$ cat config.mk
export PLATFORM = sky130hd
export DESIGN_NAME = detect_event_logger
export DESIGN_NICKNAME = d
export VERILOG_FILES = /design/src/rtl/detect_event_logger_pkg.sv /design/src/rtl/detect_event_logger_event_fifo.sv /design/src/rtl/detect_event_logger.sv
export SDC_FILE = /design/constraint.sdc
export NUM_CORES = 1
export LEC_CHECK = 0
export ABC_AREA = 1
export CAP_MARGIN = 20
export CORE_ASPECT_RATIO = 1.75
export CORE_MARGIN = 1.5
export CORE_UTILIZATION = 55
export CTS_CLUSTER_SIZE = 20
export DETAILED_ROUTE_END_ITERATION = 8
export PLACE_DENSITY = 0.84
export SKIP_LAST_GASP = 1
export SLEW_MARGIN = 20
export SYNTH_ARGS = -nofsm -noshare
export SYNTH_HDL_FRONTEND = slang
export SYNTH_SLANG_ARGS = --single-unit
$ cat constraint.sdc
create_clock -name clk -period 4.6 [get_ports clk]
set_clock_uncertainty 0.05 [all_clocks]
set_input_delay 0.46 -clock clk [delete_from_list [all_inputs] [get_ports clk]]
set_output_delay 0.46 -clock clk [all_outputs]
set_load 0.02 [all_outputs]
$ cat src/rtl/detect_event_logger_pkg.sv
// Shared defaults and pointer-width helper for the event logger and its FIFO.
package detect_event_logger_pkg;

  localparam int unsigned TS_WIDTH_DEF  = 16;
  localparam int unsigned CNT_WIDTH_DEF = 8;
  localparam int unsigned DEPTH_DEF     = 4;

  // Pointer carries one wrap bit above the index so full and empty are distinguishable.
  function automatic int unsigned ptr_width(input int unsigned depth);
    return $clog2(depth) + 1;
  endfunction

endpackage

$ cat src/rtl/detect_event_logger_event_fifo.sv
// Synchronous show-ahead FIFO; head entry is presented on dout while non-empty.
module event_fifo
  import detect_event_logger_pkg::*;
#(
  parameter int unsigned WIDTH = TS_WIDTH_DEF,
  parameter int unsigned DEPTH = DEPTH_DEF
) (
  input  logic                        clk,
  input  logic                        reset,
  input  logic                        push,
  input  logic                        pop,
  input  logic                        clr,
  input  logic [WIDTH-1:0]            din,
  output logic                        full,
  output logic                        empty,
  output logic [ptr_width(DEPTH)-1:0] level,
  output logic [WIDTH-1:0]            dout
);

  localparam int unsigned PW = ptr_width(DEPTH);
  localparam int unsigned AW = PW - 1;

  logic [WIDTH-1:0] mem [DEPTH];
  logic [PW-1:0]    wptr;
  logic [PW-1:0]    rptr;

  always_ff @(posedge clk or negedge reset) begin
    if (!reset) begin
      wptr <= '0;
      rptr <= '0;
    end else if (clr) begin
      wptr <= '0;
      rptr <= '0;
    end else begin
      if (push) wptr <= wptr + PW'(1);
      if (pop)  rptr <= rptr + PW'(1);
    end
  end

  // Storage needs no reset: dout is gated by empty.
  always_ff @(posedge clk) begin
    if (push && !clr) mem[wptr[AW-1:0]] <= din;
  end

  assign empty = (wptr == rptr);
  assign full  = (wptr[AW-1:0] == rptr[AW-1:0]) && (wptr[AW] != rptr[AW]);
  assign level = wptr - rptr;
  assign dout  = empty ? '0 : mem[rptr[AW-1:0]];

endmodule

$ cat src/rtl/detect_event_logger.sv
// Turns each rising edge of the detector output into a timestamped, counted, buffered event.
module detect_event_logger
  import detect_event_logger_pkg::*;
#(
  parameter int unsigned TS_WIDTH  = TS_WIDTH_DEF,
  parameter int unsigned CNT_WIDTH = CNT_WIDTH_DEF,
  parameter int unsigned DEPTH     = DEPTH_DEF
) (
  input  logic                        clk,
  input  logic                        reset,
  input  logic                        yin,
  input  logic                        clr,
  output logic                        ev_valid,
  input  logic                        ev_ready,
  output logic [TS_WIDTH-1:0]         ev_ts,
  output logic [CNT_WIDTH-1:0]        ev_count,
  output logic [ptr_width(DEPTH)-1:0] fifo_level,
  output logic                        overflow
);

  logic                yin_d;
  logic [TS_WIDTH-1:0] ts;
  logic                ev;
  logic                pop;
  logic                push;
  logic                full;
  logic                empty;

  assign ev       = yin & ~yin_d;
  assign ev_valid = ~empty;
  assign pop      = ev_valid & ev_ready & ~clr;
  // A full FIFO still accepts the event when the head leaves in the same cycle.
  assign push     = ev & ~clr & (~full | pop);

  always_ff @(posedge clk or negedge reset) begin
    if (!reset) begin
      yin_d    <= 1'b0;
      ts       <= '0;
      ev_count <= '0;
      overflow <= 1'b0;
    end else if (clr) begin
      yin_d    <= 1'b0;
      ts       <= '0;
      ev_count <= '0;
      overflow <= 1'b0;
    end else begin
      yin_d <= yin;
      ts    <= ts + TS_WIDTH'(1);
      if (ev) begin
        if (ev_count != '1) ev_count <= ev_count + CNT_WIDTH'(1);
        if (full && !pop)   overflow <= 1'b1;
      end
    end
  end

  event_fifo #(
    .WIDTH (TS_WIDTH),
    .DEPTH (DEPTH)
  ) u_fifo (
    .clk   (clk),
    .reset (reset),
    .push  (push),
    .pop   (pop),
    .clr   (clr),
    .din   (ts),
    .full  (full),
    .empty (empty),
    .level (fifo_level),
    .dout  (ev_ts)
  );

endmodule

==> flow_summary.toml, run 1 <==
[routing]
via_per_inst = 5.433
wl_per_cell_um = 15.59
top_layer = "met4"
vias = 3097
wl_met3_um = 448
totalWireLength_mm = 8.887
drc = 0
wl_met1_mm = 3.261
wl_met2_mm = 4.956
drtPass1Iterations = 4
first_iter_violations = 301
ant_nets = 0

[sta]
hold_viol_final = 0
drv_slew = 0
setup_viol = 0
fin_tns_setup_ns = 0
fin_crit_sh_pct = 69.76
rsz0062_at_grt = "false"
min_period_ns = 3.209
clock.fmax_mhz = 311.6
maxSlewHeadroom_pct = 48.04
tightest_slew_ns = 0.7785

[synthesis]
synth_area_per_cell_um2 = 9.904
yosys.area_share.xor_xnor_pct = 1.407
async_flop_share_pct = 33.33
synthSimpleGateAreaFrac_pct = 19.72
synth.most_common_cell = "nor2_1"
yosys-top-cells-count = "nor2_1 (104), edfxtp_1 (64), nand2_1 (56)"
synth_fa_ha_area_share_pct = 3.043
synth_top_cell_by_area = "edfxtp_1"
yosysTopAreaCellShare_pct = 44.10
yosysSeqAreaShare_pct = 62.47
syn_nets = 455
synth.area.top_cells = "edfxtp_1 (44%), dfrtp_1 (18%), nor2_1 (9.0%), nand2_1 (4.8%), o21ai_0 (4.6%)"
synth_top_family_by_area = "simple AND/OR/NAND/NOR gates"
synth_flop_cell = "edfxtp_1"
syn-cell-area_um2 = 4358
synth_compound_area_share_pct = 8.240
ys_warn_count = 0
ys_types = 28
ys_ff_latch = 96
synth_mux_area_share_pct = 0
synthCells = 440
synth_edf_count = 64

[critical_path]
crit_start = "u_fifo.rptr[0]"
crit_arrival_ns = 2.70
worstPathRequired_ns = 4.09
r2r-start = "u_fifo.rptr[0]"
cp_max_fo = 37
slowest_delay_ns = 0.64
worstPathCellList = "buf_4 -> ha_1 -> nand2_1 -> inv_1 -> nand3_2 -> inv_1 -> a21oi_1 -> clkdlybuf4s50_1"
slowest_stage = "clkdlybuf4s50_1"
path_class = "reg -> out"
startpoint_type = "flip-flop"
end_kind = "primary output"
cpMostUsedCell = "inv_1"

[clocking]
cts_tree = "built"
cts.path.max_buffers = 2
cts_resized = 0
htree_levels = 3
postCtsSetupRepairBufs = 0
insertion_delay_ns = 0.35
clock_sinks = 96
cts_root_buf = "clkbuf_16"
cts_hold_buf = 0
numCtsBuffers = 9
clk_pin_slew_worst_paths_ns = 0.06

[power_and_ir_drop]
p_per_area_nw_per_um2 = 398.4
peakVddDrop_uv = 247.5
p_leak_uw = 0.002000

[floorplanning]
initial_core_util_pct = 57.19
core-area_um2 = 7620
die_y_um = 120.8
rows = 42
die_w_um = 70.29
ioPinCount = 34
dieArea_um2 = 8488

[layout]
design_area_um2 = 5041
nets = 492
antenna_cells = 0
fillers = 575
area_growth_pct = 15.68
drive_gt1_share_pct = 7.054
post-route-util_pct = 66.16

[global_routing]
grt_overflow = 0
grt_start_max_net_pins = 38
grt_pass1_wl_mm = 14.50
grt_pass1_vias = 3056
grt_antenna_before_repair = 0
grt.total_usage_pct = 22.63

[placement]
hpwl_mm = 6.181
gp_congestion = 0.9382
placed_area_um2 = 4782
io_buffers = 33

[hold_path]
hold_class = "in -> async"

[outcome]
outcome = "completed"

[run]
drv_cap = 0
path summary, 6_finish.rpt:
path	endpoint	slack, ns	depth (start not counted)
setup reg to reg	u_fifo.mem[3][4]	2.27	8
max in group asynchronous	ts[5]	3.73	2
min in group clk	overflow	0.47	2
hold reg to reg	overflow	0.47	2
setup / recovery	ev_ts[7]	1.39	8
hold / removal	ev_count[2]	0.46	2
layout make-up:
type	instances	area [um2]	share of cell area [%]
clock buffers	12	236.5	4.691
clock inverters	4	22.52	0.4468
inverters	41	153.9	3.053
multi-input cells	289	1413	28.02
flip-flops and latches	96	2723	54.01
well taps	88	110.1	2.184
repair buffers	40	382.9	7.595
critical path: cells and delay by family (launching register included):
family | cells | cell delay (ns)
flip-flops | 1 | 0.33
buffers and inverters | 4 | 1.31
AO/OA/AOI/OAI | 1 | 0.25
AND/OR/NAND/NOR | 2 | 0.16
adder cells (fa/ha/maj) | 1 | 0.31
cells in the final DEF, fill, tap and decap left out, types with 3 or more instances in the layout:
cell and n:
a21oi_1 18, buf_4 7, clkbuf_1 3, clkbuf_16 9, clkdlybuf4s50_1 33, clkinv_2 3
dfrtp_1 32, edfxtp_1 64, ha_1 9, inv_1 39, nand2_1 56, nand2_2 4
nand3_1 25, nand4_1 4, nor2_1 104, nor2_4 3, nor3_1 3, o21ai_0 40
o21ai_1 6, xor2_1 7
report_power, final:
part           internal (uW)  switching (uW)  total (uW)  leakage (uW)
clock network            364             293         657      0.000126
logic                    154             247         401      0.000832
registers                938            12.6         950       0.00104
total                   1460             553        2010       0.00200
stage by stage:
stage	worst slack (ns)	hold slack, ns	cells	total power (uW)
floorplan	1.931	0.1144	440	1209
global placement	1.871	0.4412	554	1358
detailed placement	1.777	0.4772	554	1371
CTS	1.400	0.4687	570	2024
global route	1.243	0.5049	570	2090
finish	1.391	0.4620	570	2008
flip-flops by register name, indices dropped and copies added (netlist names):
| signal | cells |
|---|---|
| ts | 16 |
| u_fifo.wptr | 3 |
| ev_count | 8 |
| u_fifo.mem | 64 |
| u_fifo.rptr | 3 |
| overflow | 1 |
| yin_d | 1 |
cell families (layout without fill, tap and decap cells):
kind of cell	after synthesis	after routing
compound gates	68	68
xor+xnor	7	7
fa+ha+maj	10	10
buf+inv	55	97
flops	96	96
simple gates	204	204
layer usage:
layer  GRT usage (%)  vias up
met2           40.98       74
li1                -     1528
met3           4.250       19
met5               0        -
met4           11.78        0
met1           24.60     1476
No activity file was read; power rests on OpenSTA's default activity.
==> run 2: changes to the inputs <==
Clock period 4.6 ns to 3.2 ns, I/O delays scaled along.
==> run 2 against run 1 <==
Net effect:
- count of clock-buffer cells in the layout unchanged
- sequential share of layout area down 0.84 points
- worst hold slack worse by 0.13 ns
- utilization up 1.1 points
- power up 55%
- via count up 0.74%
- critical path type unchanged
==> flow_summary.toml, run 2 (synthesized netlist as in run 1, its figures left out) <==
[outcome]
outcome = "completed"

[power_and_ir_drop]
p_per_area_nw_per_um2 = 608.1
peakVddDrop_uv = 349.8
p_leak_uw = 0.002041

[clocking]
clk_pin_slew_worst_paths_ns = 0.06
htree_levels = 3
cts_resized = 0
cts.path.max_buffers = 2
numCtsBuffers = 9
insertion_delay_ns = 0.34
cts_hold_buf = 0
cts_root_buf = "clkbuf_16"
cts_tree = "built"
clock_sinks = 96
postCtsSetupRepairBufs = 0

[sta]
fin_tns_setup_ns = 0
setup_ws_ns = 0.1867
setup_viol = 0
fin_crit_sh_pct = 94.16
min_period_ns = 3.013
tightest_slew_ns = 0.7256
maxSlewHeadroom_pct = 51.57
drv_slew = 0
hold_viol_final = 0
clock.fmax_mhz = 331.9
rsz0062_at_grt = "false"

[placement]
gp_congestion = 0.9325
dp_slack_ns = 0.5126
io_buffers = 33
hpwl_mm = 5.708

[routing]
totalWireLength_mm = 8.448
via_per_inst = 5.464
first_iter_violations = 195
drc = 0
vias = 3120
wl_per_cell_um = 14.80
ant_nets = 0
drtPass1Iterations = 5

[critical_path]
end_kind = "primary output"
cp_max_fo = 17
path_class = "reg -> out"
worstPathRequired_ns = 2.83
crit_arrival_ns = 2.64
reg2reg_depth = 8
startpoint_type = "flip-flop"

[layout]
drive_gt1_share_pct = 7.246
final_cell_mix = "nor2_1 (104), edfxtp_1 (64), nand2_1 (56)"
nets = 493
final_common_cell = "nor2_1"
antenna_cells = 0
largest_register_ffs = 64
fillers = 524
area_growth_pct = 17.51

[floorplanning]
initial_core_util_pct = 57.19
die_y_um = 120.8
core-area_um2 = 7620
dieArea_um2 = 8488
rows = 42
ioPinCount = 34
die_w_um = 70.29

[hold_path]
hold_class = "in -> async"

[global_routing]
grt_pass1_vias = 3071
grt.total_usage_pct = 21.54
grt_start_max_net_pins = 33
grt_pass1_wl_mm = 14.17
grt_antenna_before_repair = 0
grt_overflow = 0

[run]
drv_cap = 0
run 2: changes by cell type in the layout (fill, tap and decap cells not counted), sizes merged:
cell	before	now
clkinvlp	1	0
bufinv	0	3
clkinv	3	1
buf	7	8
run 2: critical path, stage by stage, from the launching register on:
cell and delay (ns):
dfrtp_1 0.39, inv_2 0.26, ha_1 0.29, nand2_1 0.06, inv_1 0.05, nand3_2 0.09
inv_1 0.26, a21oi_1 0.24, clkdlybuf4s50_1 0.65
run 2: cell type report:
type	instances	area (um2)	area share, %
sequential	96	2723	53.16
multi-input combinational	289	1413	27.58
clock inverter	4	95.09	1.857
tap	88	110.1	2.150
timing repair buffer	41	390.4	7.623
inverter	41	153.9	3.005
clock buffer	12	236.5	4.618
run 2: routing by layer:
metal	share of wire, %	global-route usage, %	wire [um]
met3	4.1	4.417	348
met4	3.2	10.34	267
met5	0	0	0
met2	55	38.56	4626
met1	38	24.01	3206
run 2: report_power, final:
part,switching (uW),internal (uW)
clock network,409,762
logic,351,222
registers,22.4,1350
total,782,2330
run 2: stage by stage:
step | power [uW] | instances | cell area [um2] | hold WS (ns) | util (%)
5_1_grt | 3228 | 571 | 5121 | 0.3693 | 67.21
4_1_cts | 3134 | 571 | 5121 | 0.3356 | 67.21
3_3_place_gp | 1950 | 555 | 4790 | 0.4425 | 62.86
2_1_floorplan | 1739 | 440 | 4358 | -0.02559 | -
6_report | 3114 | 571 | 5121 | 0.3279 | 67.21
3_5_place_dp | 1969 | 555 | 4790 | 0.4387 | 62.86
run 2: final timing paths:
check,slack (ns),endpoint,startpoint
min in group clk,0.46,overflow,overflow
max in group asynchronous,2.48,ts[0],reset
setup reg to reg,0.94,u_fifo.mem[1][1],u_fifo.rptr[1]
hold reg to reg,0.46,overflow,overflow
hold / removal,0.33,overflow,reset
setup / recovery,0.19,ev_ts[2],u_fifo.rptr[1]
